File: config.mk
export PLATFORM = sky130hd
export DESIGN_NAME = cpu_operand_fetch
export DESIGN_NICKNAME = d
export VERILOG_FILES = /design/src/rtl/cpu_operand_fetch.sv
export SDC_FILE = /design/constraint.sdc
export NUM_CORES = 1
export LEC_CHECK = 0
export ABC_AREA = 1
export CAP_MARGIN = 5
export CORE_UTILIZATION = 48
export CTS_CLUSTER_SIZE = 12
export DETAILED_ROUTE_END_ITERATION = 10
export GPL_TIMING_DRIVEN = 1
export PLACE_DENSITY = 0.84
export REMOVE_ABC_BUFFERS = 1
export SYNTH_ARGS = -nofsm -noshare
export SYNTH_HDL_FRONTEND = slang
export SYNTH_SLANG_ARGS = --single-unit
File: constraint.sdc
create_clock -name clk -period 5.4 [get_ports clk]
set_clock_uncertainty 0.05 [all_clocks]
set_input_delay 1.08 -clock clk [delete_from_list [all_inputs] [get_ports clk]]
set_output_delay 1.08 -clock clk [all_outputs]
set_load 0.1 [all_outputs]
File: src/rtl/cpu_operand_fetch.sv
// Operand fetch: RF read, writeback bypass, busy scoreboard.
// Optional same-cycle writeback forwarding: `define OPFETCH_BYPASS_EN.
//
// Ports:
//   clk, rst_n            clock, async active-low reset
//   in_valid/in_ready     decode-side handshake
//   in_rs1/in_rs2/in_rd   source/destination register addresses
//   in_rd_wr              instruction writes in_rd
//   in_imm, in_ctrl       passed through to execute
//   rf_addr_rd1/2         register file read addresses
//   rf_data_rd1/2         register file read data
//   wb_wr/addr/data       writeback port (same as RF write port)
//   out_valid/out_ready   execute-side handshake
//   out_rs1/2_val         resolved operands
//   out_rd, out_rd_wr     registered destination
//   out_imm, out_ctrl     registered pass-through fields
//   out_illegal           an accessed register is out of range
//
// MORE_REGISTERS=1: x1..x31, MORE_REGISTERS=0: x1..x15.
module cpu_operand_fetch #(
  parameter bit MORE_REGISTERS = 1'b1
) (
  input  logic        clk,
  input  logic        rst_n,
  input  logic        in_valid,
  output logic        in_ready,
  input  logic [4:0]  in_rs1,
  input  logic [4:0]  in_rs2,
  input  logic [4:0]  in_rd,
  input  logic        in_rd_wr,
  input  logic [31:0] in_imm,
  input  logic [15:0] in_ctrl,
  output logic [4:0]  rf_addr_rd1,
  output logic [4:0]  rf_addr_rd2,
  input  logic [31:0] rf_data_rd1,
  input  logic [31:0] rf_data_rd2,
  input  logic        wb_wr,
  input  logic [4:0]  wb_addr,
  input  logic [31:0] wb_data,
  output logic        out_valid,
  input  logic        out_ready,
  output logic [31:0] out_rs1_val,
  output logic [31:0] out_rs2_val,
  output logic [4:0]  out_rd,
  output logic        out_rd_wr,
  output logic [31:0] out_imm,
  output logic [15:0] out_ctrl,
  output logic        out_illegal
);

  localparam logic [31:0] BUSY_MASK =
    MORE_REGISTERS ? 32'hFFFF_FFFE : 32'h0000_FFFE;

  function automatic logic f_bad(input logic [4:0] a);
    return !MORE_REGISTERS && a[4];
  endfunction

  logic [31:0] r_busy;
  logic        r_out_valid;
  logic [31:0] r_rs1_val;
  logic [31:0] r_rs2_val;
  logic [4:0]  r_rd;
  logic        r_rd_wr;
  logic [31:0] r_imm;
  logic [15:0] r_ctrl;
  logic        r_illegal;

  logic        w_fwd_en;
  logic        w_rs1_bad;
  logic        w_rs2_bad;
  logic        w_rd_bad;
  logic        w_illegal;
  logic        w_res_rs1;
  logic        w_res_rs2;
  logic        w_res_rd;
  logic        w_hit_rs1;
  logic        w_hit_rs2;
  logic        w_hit_rd;
  logic        w_hazard;
  logic        w_ready;
  logic        w_fire;
  logic        w_set;
  logic [31:0] w_op1;
  logic [31:0] w_op2;
  logic [31:0] w_busy_nxt;

  // Forwarding only exists when the bypass path is built.  Without
  // it, a dependent instruction waits until the register file
  // itself holds the written value.
`ifdef OPFETCH_BYPASS_EN
  assign w_fwd_en = wb_wr;
`else
  assign w_fwd_en = 1'b0;
`endif

  assign rf_addr_rd1 = in_rs1;
  assign rf_addr_rd2 = in_rs2;

  assign w_rs1_bad = f_bad(in_rs1);
  assign w_rs2_bad = f_bad(in_rs2);
  assign w_rd_bad  = in_rd_wr && f_bad(in_rd);
  assign w_illegal = w_rs1_bad || w_rs2_bad || w_rd_bad;

  assign w_res_rs1 = w_fwd_en && (wb_addr == in_rs1);
  assign w_res_rs2 = w_fwd_en && (wb_addr == in_rs2);
  assign w_res_rd  = w_fwd_en && (wb_addr == in_rd);

  // Out-of-range registers never get a busy bit, so they never hit.
  assign w_hit_rs1 = (in_rs1 != 5'd0) && r_busy[in_rs1] && !w_res_rs1;
  assign w_hit_rs2 = (in_rs2 != 5'd0) && r_busy[in_rs2] && !w_res_rs2;
  assign w_hit_rd  = (in_rd != 5'd0) && r_busy[in_rd] && !w_res_rd;

  assign w_hazard = w_hit_rs1 || w_hit_rs2 || (in_rd_wr && w_hit_rd);

  // Only local state feeds ready; nothing from downstream ready
  // other than out_ready itself.
  assign w_ready  = (!r_out_valid || out_ready) && !w_hazard;
  assign in_ready = w_ready;
  assign w_fire   = in_valid && w_ready;

  always_comb begin
    w_op1 = rf_data_rd1;
    if (in_rs1 == 5'd0 || w_rs1_bad) begin
      w_op1 = '0;
    end else if (w_res_rs1) begin
      w_op1 = wb_data;
    end
  end

  always_comb begin
    w_op2 = rf_data_rd2;
    if (in_rs2 == 5'd0 || w_rs2_bad) begin
      w_op2 = '0;
    end else if (w_res_rs2) begin
      w_op2 = wb_data;
    end
  end

  assign w_set = w_fire && in_rd_wr && (in_rd != 5'd0) && !w_rd_bad;

  // Clear first, then set: a new writer of the register that is
  // retiring this cycle must stay tracked.
  always_comb begin
    w_busy_nxt = r_busy;
    if (wb_wr && wb_addr != 5'd0) begin
      w_busy_nxt[wb_addr] = 1'b0;
    end
    if (w_set) begin
      w_busy_nxt[in_rd] = 1'b1;
    end
    w_busy_nxt = w_busy_nxt & BUSY_MASK;
  end

  always_ff @(posedge clk or negedge rst_n) begin
    if (!rst_n) begin
      r_busy <= '0;
    end else begin
      r_busy <= w_busy_nxt;
    end
  end

  always_ff @(posedge clk or negedge rst_n) begin
    if (!rst_n) begin
      r_out_valid <= 1'b0;
      r_rs1_val   <= '0;
      r_rs2_val   <= '0;
      r_rd        <= '0;
      r_rd_wr     <= 1'b0;
      r_imm       <= '0;
      r_ctrl      <= '0;
      r_illegal   <= 1'b0;
    end else if (w_fire) begin
      r_out_valid <= 1'b1;
      r_rs1_val   <= w_op1;
      r_rs2_val   <= w_op2;
      r_rd        <= in_rd;
      r_rd_wr     <= in_rd_wr;
      r_imm       <= in_imm;
      r_ctrl      <= in_ctrl;
      r_illegal   <= w_illegal;
    end else if (r_out_valid && out_ready) begin
      r_out_valid <= 1'b0;
    end
  end

  assign out_valid   = r_out_valid;
  assign out_rs1_val = r_rs1_val;
  assign out_rs2_val = r_rs2_val;
  assign out_rd      = r_rd;
  assign out_rd_wr   = r_rd_wr;
  assign out_imm     = r_imm;
  assign out_ctrl    = r_ctrl;
  assign out_illegal = r_illegal;

endmodule

==> flow_summary_export.csv <==
group,metric,value,unit
finish,fin_util,69.4,%
pwr,p_seq_share,26.6,%
worst_setup_path,crit_start,"in_rs2[0]",
yosys,synth.area.top_cells,"dfrtp_1 (48%), nand2_1 (22%), nand3_1 (6.1%), nand3b_1 (6.1%), o21ai_0 (3.0%)",
drt,avgRoutedWirePerCell,16.2,um
yosys,synth_top_area_cell,"dfrtp_1",
placed_design,hpwl,16000,um
worst_setup_path,slowest_delay,880,ps
cts,clkTransAtPathRegs,70,ps
global_routing,overflow,0,
finish,finalNonFillerCells,1497,
finish,drive_above_1_share,4.06,%
pwr,p_int,2810,uW
drt,postRouteAntennaNets,0,
worst_setup_path,critPathRequiredTime,4270,ps
drt,drtPass1Iterations,6,
cts,post-cts-setup-buffers,0,
placed_design,placedCellCount,1466,
yosys,synth_area,7880,um2
placed_design,gp_congestion,0.922,
cts,clock_latency,420,ps
timing,report.final.hold_viol_count,0,
global_routing,grt_max_degree,115,
yosys,synth-seq-area-share,47.6,%
floorplan,rows,46,
run,maxCapViolCount,0,
finish,n_antenna_cell,0,
timing,rsz0062_at_grt,"false",
worst_setup_path,worstReg2RegStart,"r_busy[30]$_DFF_PN0_",
cts,cts_max_level,4,
floorplan,num_io_pins,301,
cts,cts-resized-gates,0,
pwr,clkPwrFrac,20.9,%
yosys,async_flop_share,100,%
yosys,synth_top_flop_cell,"dfrtp_1",
placed_design,io_buffers,267,
worst_setup_path,end_kind,"output port",
cts,cts_hold_buf,0,
cts,cts_root_buffer,"clkbuf_16",
yosys,synth_common_cells,"nand2_1 (457), dfrtp_1 (150), nand3_1 (96)",
worst_setup_path,worst_path_most_repeated_cell,"nand2_1",
cts,cts_buffer_depth,2,
pwr,combPwrFrac,52.5,%
finish,final_nets,1439,
pwr,total_power,5890,uW
min_path,min_path_type,"flip-flop to flip-flop",
floorplan,die_area,16900,um2
yosys,synth.most_common_cell,"nand2_1",
worst_setup_path,crit_slowest_cell,"clkdlybuf4s50_1",
cts,cts_inserted_buffers,17,
timing,whs,418,ps
floorplan,die_h,130,um
floorplan,initial_utilization,49.4,%
yosys,postSynthCellCount,1049,
min_path,holdCritStartpoint,"out_imm[13]$_DFFE_PN0P_",
worst_setup_path,critical-path-top-delay-family,"buffers and inverters",
yosys,synth.avg_cell_area,7.51,um2
global_routing,grt_first_pass_wirelength,37600,um
yosys,synth_edf_count,0,
worst_setup_path,worstPathMaxFanout,18,
pwr,p_per_area,532,nW/um2
yosys,yosys_warnings,0,
status,status,"finished, final reports clean",
global_routing,grt_pass1_vias,7517,
drt,viasPerCell,5.26,
timing,setup_viol,0,
global_routing,antenna_found_initial,0,
finish,syn2layout_area_growth,40.5,%
drt,wl,24300,um
timing,fin_crit_sh,81.9,%
pwr,power.leakage,0.00550,uW
floorplan,die_x,130,um
timing,period_minus_slack,4420,ps
cts,cts_tree,"done",
worst_setup_path,path_buf_inv,3,
yosys,ys_types,22,
timing,slew_headroom,29.3,%
timing,fmax,226,MHz
worst_setup_path,cp-start-kind,"primary input",
pwr,p_sw,3070,uW
floorplan,core,15900,um2
drt,drtIter0Drc,520,
cts,numClockSinks,150,
finish,fillers,1306,
yosys,ys_ff_latch,150,
timing,slew_violations,0,
yosys,synthDominantCellAreaShare,47.6,%
worst_setup_path,path_class,"primary input to output port",
worst_setup_path,worstPathCellList,"clkdlybuf4s50_1 -> inv_2 -> nor2_1 -> nor2_1 -> o21ai_0 -> nand3_1 -> nand3_1 -> nand2_1 -> nand2_1 -> nand2_1 -> nor2_4 -> buf_12",
global_routing,grtUsageTotal,28.8,%
worst_setup_path,arrival,3290,ps
drt,drcViolationCount,0,
pwr,sw_frac_of_total,52.2,%
drt,dr_total_vias,7875,
pwr,vdd_ir_drop_max,0.349,mV
timing,tightest_slew,1060,ps
[power by group through the flow]
stage / clock network (uW) / registers [uW] / logic, uW
after floorplan: 0 / 3370 / 395
after CTS: 1250 / 1570 / 3100
after global routing: 1300 / 1600 / 3210
after detailed placement: 0 / 1570 / 3090
final: 1230 / 1570 / 3090
after global placement: 0 / 1570 / 3070
[per-layer routing]
layer | global-route usage (%) | vias to the layer above | share of wire (%)
met5 | 0 | - | 0
met4 | 12.3 | 0 | 3.5
met3 | 10.4 | 60 | 9.2
met2 | 45.8 | 351 | 48
met1 | 35.4 | 3665 | 40
li1 | - | 3799 | -
[tightest hold or removal path: stages (launching register included)]
cell	delay, ps
dfrtp_1	340
nand2_1	50
nand2_1	40
[layout make-up]
cell class | instances | area (um2) | area share [%]
Inverter | 49 | 186 | 1.68
Tap cell | 216 | 270 | 2.44
Timing Repair Buffer | 277 | 2770 | 25.1
Sequential cell | 150 | 3750 | 33.9
Clock inverter | 13 | 173 | 1.56
Multi-Input combinational cell | 774 | 3470 | 31.4
Clock buffer | 18 | 439 | 3.97
[worst paths after layout]
check	to	slack [ps]	cells after the start
worst max-delay path	in_ready	980	12
worst min-delay path	out_imm[13]$_DFFE_PN0P_	420	2
worst max register to register	out_rs1_val[1]$_DFFE_PN0P_	2520	16
worst min register to register	out_imm[13]$_DFFE_PN0P_	420	2
max in group asynchronous	out_ctrl[4]$_DFFE_PN0P_	3440	2
min in group asynchronous	out_imm[15]$_DFFE_PN0P_	740	1
[cell families (layout without fill, tap and decap cells)]
kind of cell	count (synthesis)	count (layout)	synth area share, %
flip-flops	150	150	47.6
AND/OR/NAND/NOR	705	705	39.4
AO/OA/AOI/OAI	68	68	4.54
buffers and inverters	125	357	8.37
other	1	1	0.0476
[per-stage QoR]
stage | TNS (ps) | instance area (um2) | setup WS [ps]
2_1_floorplan | -159750 | 7410 | -1340
5_1_grt | 0 | 11100 | 784
3_3_place_gp | 0 | 10500 | 947
3_5_place_dp | 0 | 10500 | 933
6_report | 0 | 11100 | 976
4_1_cts | 0 | 11100 | 964
[placed cells by master (no fill, tap or decap), types with 2 or more instances in the layout]
cell type	Yosys	layout
bufinv_16	0	3
nor2_1	46	46
nor3_1	9	9
o21ai_0	47	47
clkinv_4	0	2
clkbuf_16	0	17
nand3_1	96	96
clkdlybuf4s50_1	0	261
nand4_1	32	32
dfrtp_1	150	150
nand2_1	457	456
buf_4	23	12
inv_2	2	2
clkinvlp_4	0	3
inv_1	46	46
inv_6	0	3
nand3b_1	64	64
buf_12	0	3
a21oi_1	13	13
o211ai_1	6	6
[flip-flops by register name (all words and copies together), names as in the netlist]
signal / cells
out_ctrl: 16
out_valid: 1
out_rd_wr: 1
out_rs2_val: 32
out_imm: 32
out_rd: 5
r_busy: 31
out_rs1_val: 32
Power figures use the tool's default switching activity.
